`config.mk`:
```
export PLATFORM = sky130hd
export DESIGN_NAME = seg_scan_mux
export DESIGN_NICKNAME = d
export VERILOG_FILES = /design/src/rtl/seg_pkg.sv /design/src/rtl/BCD_Encoder.sv /design/src/rtl/seg_scan_mux.sv
export SDC_FILE = /design/constraint.sdc
export NUM_CORES = 1
export LEC_CHECK = 0
export BUFFER_PORTS_ARGS = -buffer_cell sky130_fd_sc_hd__buf_2
export CORE_MARGIN = 5
export CORE_UTILIZATION = 51
export DETAILED_ROUTE_END_ITERATION = 16
export GPL_ROUTABILITY_DRIVEN = 0
export PLACE_DENSITY = 0.75
export SETUP_SLACK_MARGIN = 0.05
export SYNTH_ARGS = -nofsm -noshare
export SYNTH_HDL_FRONTEND = slang
export SYNTH_SLANG_ARGS = --single-unit
export TNS_END_PERCENT = 50
```
`constraint.sdc`:
```
create_clock -name clk -period 2.55 [get_ports clk]
set_input_delay 0.51 -clock clk [delete_from_list [all_inputs] [get_ports clk]]
set_output_delay 0.51 -clock clk [all_outputs]
set_load 0.02 [all_outputs]
```
`src/rtl/seg_pkg.sv`:
```
// Shared constants for the 7-segment scanner: off patterns, segment bit order
// and the digit-index width helper.
package seg_pkg;

  // Segment bus is active-low and ordered {a,b,c,d,e,f,g,dp}, a in the MSB.
  localparam logic [7:0] SEG_OFF = 8'hFF;

  // Widest supported display; narrower instances slice the low DIGITS bits.
  localparam int unsigned MaxDigits = 8;
  localparam logic [MaxDigits-1:0] AN_OFF = '1;

  // Bit positions of the segment bus.
  localparam int unsigned SEG_BIT_A  = 7;
  localparam int unsigned SEG_BIT_G  = 1;
  localparam int unsigned SEG_BIT_DP = 0;

  // Width of a digit index for a display of the given size.
  function automatic int unsigned idx_width(input int unsigned digits);
    return $clog2(digits);
  endfunction

endpackage

```
`src/rtl/BCD_Encoder.sv`:
```
// BCD to active-low {a..g,dp} pattern. Non-decimal codes blank all segments;
// the dp bit is always off here and is overridden by the scanner.
module BCD_Encoder
  import seg_pkg::*;
(
  input  logic [3:0] bcd_i,
  output logic [7:0] seg_o
);

  // Combinational decode of one digit.
  always_comb begin
    seg_o = SEG_OFF;
    case (bcd_i)
      4'd0:    seg_o[SEG_BIT_A:SEG_BIT_G] = 7'b0000001;
      4'd1:    seg_o[SEG_BIT_A:SEG_BIT_G] = 7'b1001111;
      4'd2:    seg_o[SEG_BIT_A:SEG_BIT_G] = 7'b0010010;
      4'd3:    seg_o[SEG_BIT_A:SEG_BIT_G] = 7'b0000110;
      4'd4:    seg_o[SEG_BIT_A:SEG_BIT_G] = 7'b1001100;
      4'd5:    seg_o[SEG_BIT_A:SEG_BIT_G] = 7'b0100100;
      4'd6:    seg_o[SEG_BIT_A:SEG_BIT_G] = 7'b0100000;
      4'd7:    seg_o[SEG_BIT_A:SEG_BIT_G] = 7'b0001111;
      4'd8:    seg_o[SEG_BIT_A:SEG_BIT_G] = 7'b0000000;
      4'd9:    seg_o[SEG_BIT_A:SEG_BIT_G] = 7'b0000100;
      default: seg_o = SEG_OFF;
    endcase
  end

endmodule

```
`src/rtl/seg_scan_mux.sv`:
```
// Time-multiplexed common-anode 7-segment scanner. Latches the digit vector
// once per frame, steps one digit per slot, and keeps all anodes off for the
// first DEAD_CYCLES of each slot to avoid ghosting.
// Define SEG_SCAN_LZB_EN to enable leading-zero blanking (digit 0 never blanks).
module seg_scan_mux
  import seg_pkg::*;
#(
  parameter int unsigned DIGITS      = 4,
  parameter int unsigned REFRESH_DIV = 100000,
  parameter int unsigned DEAD_CYCLES = 2
) (
  input  logic                  clk,
  input  logic                  rst_n,
  input  logic [4*DIGITS-1:0]   bcd_in,
  input  logic [DIGITS-1:0]     dp_in,
  output logic [DIGITS-1:0]     an,
  output logic [7:0]            seg,
  output logic                  frame_tick
);

  localparam int unsigned IdxW = idx_width(DIGITS);
  localparam int unsigned CntW = $clog2(REFRESH_DIV);

  logic [CntW-1:0]     cnt_q, cnt_d;
  logic [IdxW-1:0]     idx_q, idx_d;
  logic [4*DIGITS-1:0] bcd_q, bcd_d;
  logic [DIGITS-1:0]   dp_q, dp_d;
  logic [DIGITS-1:0]   an_q, an_d;
  logic [7:0]          seg_q, seg_d;
  logic                tick_q, tick_d;

  logic [DIGITS-1:0]   blank;
  logic [3:0]          cur_bcd;
  logic                cur_dp;
  logic                cur_blank;
  logic [7:0]          enc_seg;
  logic                cnt_last;
  logic                idx_last;
  logic                frame_start;
  logic                lit;

`ifdef SEG_SCAN_LZB_EN
  // A digit blanks when it and every more significant digit are zero.
  always_comb begin
    blank = '0;
    blank[DIGITS-1] = (bcd_q[4*DIGITS-1 -: 4] == 4'd0);
    for (int i = int'(DIGITS) - 2; i >= 1; i--) begin
      blank[i] = blank[i+1] && (bcd_q[4*i +: 4] == 4'd0);
    end
    blank[0] = 1'b0;
  end
`else
  assign blank = '0;
`endif

  // Select the snapshot fields of the digit currently being scanned.
  always_comb begin
    cur_bcd   = 4'd0;
    cur_dp    = 1'b0;
    cur_blank = 1'b0;
    for (int unsigned i = 0; i < DIGITS; i++) begin
      if (idx_q == IdxW'(i)) begin
        cur_bcd   = bcd_q[4*i +: 4];
        cur_dp    = dp_q[i];
        cur_blank = blank[i];
      end
    end
  end

  BCD_Encoder u_bcd_encoder (
    .bcd_i (cur_bcd),
    .seg_o (enc_seg)
  );

  // Next-state for the slot counter, digit index, snapshot and output registers.
  always_comb begin
    cnt_last    = (cnt_q == CntW'(REFRESH_DIV - 1));
    idx_last    = (idx_q == IdxW'(DIGITS - 1));
    frame_start = (cnt_q == '0) && (idx_q == '0);

    cnt_d = cnt_last ? '0 : cnt_q + CntW'(1);
    idx_d = idx_q;
    if (cnt_last) begin
      idx_d = idx_last ? '0 : idx_q + IdxW'(1);
    end

    bcd_d = frame_start ? bcd_in : bcd_q;
    dp_d  = frame_start ? dp_in  : dp_q;

    lit   = (cnt_q >= CntW'(DEAD_CYCLES)) && !cur_blank;
    an_d  = AN_OFF[DIGITS-1:0];
    seg_d = SEG_OFF;
    if (lit) begin
      for (int unsigned i = 0; i < DIGITS; i++) begin
        an_d[i] = (idx_q != IdxW'(i));
      end
      seg_d             = enc_seg;
      seg_d[SEG_BIT_DP] = ~cur_dp;
    end

    tick_d = frame_start;
  end

  // State and registered outputs; reset is synchronous and active-low.
  always_ff @(posedge clk) begin
    if (!rst_n) begin
      cnt_q  <= '0;
      idx_q  <= '0;
      bcd_q  <= '0;
      dp_q   <= '0;
      an_q   <= AN_OFF[DIGITS-1:0];
      seg_q  <= SEG_OFF;
      tick_q <= 1'b0;
    end else begin
      cnt_q  <= cnt_d;
      idx_q  <= idx_d;
      bcd_q  <= bcd_d;
      dp_q   <= dp_d;
      an_q   <= an_d;
      seg_q  <= seg_d;
      tick_q <= tick_d;
    end
  end

  assign an         = an_q;
  assign seg        = seg_q;
  assign frame_tick = tick_q;

endmodule
```
# After elaboration in Yosys (flattened, before gate mapping)
# Cells that the tools add are included.
# op_classes
reduce_logical	7
n_mux	10
eq_ne	16
n_bitwise	2
magnitude_cmp	1
addsub	2
# op_table
cell	count
one-hot mux 7 bit (10 select lines)	1
adder 17 x 1 -> 17 bit, second input constant	1
equality test 17 bit, second input constant	1
>= comparator 17 x 2 -> 1 bit, second input constant	1
logical NOT 17 bit	1
equality test 4 x 3 -> 1 bit, second input constant	4
two-way mux 4 bit	4
equality test 4 x 2 -> 1 bit, second input constant	2
equality test 4 bit, second input constant	2
equality test 2 bit, second input constant	2
equality test 4 x 1 -> 1 bit, second input constant	1
logical NOT 4 bit	1
two-way mux 1 bit	4
inequality test 2 bit, second input constant	2
adder 2 x 1 -> 2 bit, second input constant	1
equality test 2 x 1 -> 1 bit, second input constant	1
logical NOT 2 bit	1
two-way mux 2 bit	1
inequality test 2 x 1 -> 1 bit, second input constant	1
NOT 1 bit	2
AND reduction 2 bit	1
nonzero test 2 bit	1
OR reduction 2 bit	1
logical AND 1 bit	1
# totals
out_inout_bits	13
register_bits	52
in_bits	22
word_cells	45

# Logic depth before layout (Yosys ltp)
# logic_depth
depth_word	7
mapped_depth	9
ltp_nobuf	7

# Modules after synthesis
# A second synthesis with hierarchy kept.
# hier_totals
hier_cells	289
hier_area_um2	2508.7
# modules_own_cells
mod	instances	cells_per_inst	area_per_inst_um2
seg_scan_mux	1	263	2334.7
BCD_Encoder	1	26	173.9

# Worst setup path before layout
# No wires, ideal clock.
# synth_timing
path_kind	register to register
start	reg idx_q[0]
end	reg seg_q[6], in the netlist seg[6]
path_buffers	1
stages_incl_launch_ff	9
t_arrival_ns	1.741
synth_period_minus_slack_ns	1.873
path_slack_ns	0.677
t_required_ns	2.418
cell_sequence	dfxtp_1 inv_1 ha_1 buf_4 nor3b_1 a211o_1 or3_4 a21oi_1 o21ai_1
# synth_via
elab_chain_cells	7
word_cells_on_any_way	19
# synth_lines
element	line_no	source
start, declared	seg_scan_mux.sv:25	logic [IdxW-1:0] idx_q, idx_d;
start signal, assigned	seg_scan_mux.sv:116	idx_q <= idx_d;
logical NOT 2 bit	seg_scan_mux.sv:62	if (idx_q == IdxW'(i)) begin
two-way mux 4 bit (3 in series)	seg_scan_mux.sv:62	
two-way mux 4 bit *	seg_scan_mux.sv:62	
equality test 4 bit, or another cell as far along	BCD_Encoder.sv:13	case (bcd_i)
one-hot mux 7 bit (10 select lines) *	BCD_Encoder.sv:13	
end signal, assigned	seg_scan_mux.sv:120	seg_q <= seg_d;
end, declared	seg_scan_mux.sv:29	logic [7:0] seg_q, seg_d;
# Every way passes the cells marked *; elsewhere a longest branch is shown, timed or not.
# A chain may end at the register's enable or synchronous reset.

# Worst setup path in the final report
# Same ends and word-level chain as after synthesis.

==> results.md <==
* Outcome: complete, no violations
* CP Data Arrival Time at 2.37 ns
* Crit path launch: idx_q[0]
* Crit-path max FO at 16
* Post-route core utilization at 61.3%
* Vias at 1929
* Cts hold-fix bufs at 0
* Required @ worst endpoint at 2.72 ns
* Leakage at 1.12 nW
* Avg Cell Area, Syn at 8.98 µm²
* DP HPWL at 3.36 mm
* Post-synth EDFFs at 0
* Final WL at 4.71 mm
* Antenna diodes at 0
* Clk pin slew, worst setup/hold paths at 0.09 ns
* Hold Fails Final Rpt at 0
* VDD IR-drop max at 0.308 mV
* Startpoint Class: flop
* Post-CTS sizing at 0
* PD cells at 649 nW/µm²
* Seq/Total Area, Yosys at 43.6%
* Total GRT Usage at 15.8%
* I/O Buffers at 34
* Iter 0 DRT Violations at 122
* Share of the synthesized area in the top cell type at 43.6%
* Slew Viols, Final at 0
* Max Cap Violations at 0
* Ys Warns at 0
* Setup Viol. Count Final at 0
* Asr flop ratio synth at 0%
* Clock Sinks at 52
* Fraction of layout instances using a drive strength above 1 at 19.1%
* Final period util at 86.1%
* Drt drc at 0
* Crit end category: flop
* Final critical-path setup slack at 0.354 ns
* Reg-to-reg setup timing slack at 0.35 ns
* Core Rows at 24
* Die Y at 78.4 µm
* DP Worst Slack at 0.409 ns
* FMAX at 455 MHz
* First-pass GRT wire length at 7.98 mm
* Layout area overhead at 14.1%
* Die area at 6150 µm²
* Post-Syn Instances at 266
* Unrepaired setup endpoints after global routing: no
* Setup Fix Bufs, Post-CTS at 0
* Overall die width at 78.4 µm
* Mapped cell area at 2390 µm²
* Root Driver: clkbuf_8
* Worst-margin pin slew at 0.592 ns
* Clk_skew at 0.00699 ns
* Synth area leader: dfxtp_1
* Worst-Skew Late Latency at 0.30 ns
* Synthesized flop and latch total at 52
* Routed len/inst at 13.4 µm
* DR pass1 iterations at 4
* Nets at 328
* Core area at 4440 µm²
* DRT antenna net count at 0
* Dominant cells by area after synthesis: dfxtp_1, a21boi_1, nand2_1
* Yosys cell types at 46
* Grt ovf at 0
* Vias per cell at 5.50
* Initial antenna violation count at 0
* CTS tree: done
* IO Count at 35
* Mapped Nets at 295
* Worst R2R Start: idx_q[0]
* Vias in the first global route at 1759
* Htree depth at 2
* Max-slew headroom at 60.6%
* Post-route minimum period at 2.20 ns
* CP Class: reg2reg
* Worst Hold Class: in2reg
* Initial Util at 53.7%
* Total CTS buffers at 5
* Largest net degree at the start of global routing at 26
* Setup TNS at 0 ns
* Top FF cell, synth: dfxtp_1
* Worst-case clock buffer depth at 2
* HP Start: bcd_in[2]
-- logic make-up (layout without fill, tap and decap cells) --
family	after synthesis	after routing	share of synthesized area [%]
DFF	52	52	43.6
AOI/OAI and AO/OA	70	70	20.8
buffers and inverters	21	54	4.14
and+or+nand+nor	99	99	21.5
muxes	2	2	0.838
adders and majority gates	7	7	3.67
xor gates and xnor gates	15	15	5.50
-- report_power, final --
part | internal (mW) | switching [mW] | total [mW]
clock network | 0.386 | 0.257 | 0.643
logic | 0.0988 | 0.141 | 0.240
registers | 0.861 | 0.0253 | 0.887
-- Yosys cell counts (2+ instances only) --
| cell type | instances |
|---|---|
| and3_1 | 6 |
| nand3b_1 | 3 |
| buf_4 | 2 |
| clkbuf_1 | 7 |
| nor4_1 | 2 |
| o21ai_0 | 23 |
| a211oi_1 | 2 |
| a21oi_1 | 5 |
| nor2b_1 | 6 |
| xor2_1 | 9 |
| a21o_1 | 2 |
| a21boi_0 | 2 |
| nor3b_1 | 3 |
| inv_1 | 7 |
| and2_1 | 3 |
| nand2_1 | 34 |
| nand4_1 | 3 |
| nor2_1 | 23 |
| a21boi_1 | 21 |
| nand3_1 | 7 |
| xnor2_1 | 6 |
| a211oi_2 | 2 |
| o21ai_1 | 3 |
| dfxtp_1 | 52 |
| buf_2 | 4 |
| mux2i_1 | 2 |
| and4_1 | 2 |
| ha_1 | 7 |
-- path summary, 6_finish.rpt --
check	endpoint	depth (start not counted)
worst max-delay path	seg[6]	6
worst min-delay path	bcd_q[2]	3
worst max register to register	seg[6]	6
worst min register to register	cnt_q[0]	1
-- cell type report --
type / count / area (µm²)
Clock buffer: 5 / 68.8
Clock inverter: 2 / 60.1
Fill cell: 417 / 1720
Inverter: 7 / 26.3
Multi-Input combinational cell: 193 / 1250
Sequential cell: 52 / 1040
Tap cell: 52 / 65.1
Timing Repair Buffer: 40 / 215
-- worst max-delay path, cell delays in order, from the launching register on --
cell      delay, ns
dfxtp_1        0.41
ha_1           0.56
a211oi_1       0.10
a211o_1        0.41
or3_4          0.37
a21oi_1        0.14
o21ai_1        0.07
-- through the flow --
step | cells | hold WS [ns] | cell area (µm²) | power, mW
after floorplan | 266 | 0.425 | 2390 | 1.07
after global placement | 344 | 0.443 | 2600 | 1.14
after detailed placement | 344 | 0.451 | 2600 | 1.14
after CTS | 351 | 0.434 | 2730 | 1.78
after global routing | 351 | 0.432 | 2730 | 1.85
final | 351 | 0.439 | 2730 | 1.77
-- placed cells by master, fill, tap and decap left out, types with 3 or more instances in the layout --
cell type,n
nor2_1,23
and2_1,3
nand2_1,34
o21ai_0,23
clkbuf_8,5
inv_1,7
nand3_1,7
dfxtp_1,52
nand4_1,3
ha_1,7
buf_4,6
nor3b_1,3
a21oi_1,5
xnor2_1,6
and3_1,6
a21boi_1,21
nor2b_1,6
nand3b_1,3
o21ai_1,3
xor2_1,9
buf_2,34
-- layer usage --
layer | track usage (%) | routed length (µm)
met3 | 3.78 | 247
met4 | 4.37 | 49
met1 | 22.7 | 2400
met5 | 0 | 0
met2 | 23.7 | 2010
-- sequential cells by signal, summed over array words and instances (netlist names) --
signal,count
an,4
bcd_q,16
cnt_q,17
dp_q,4
frame_tick,1
idx_q,2
seg,8
Note: power is estimated with default switching activity, not from simulation.
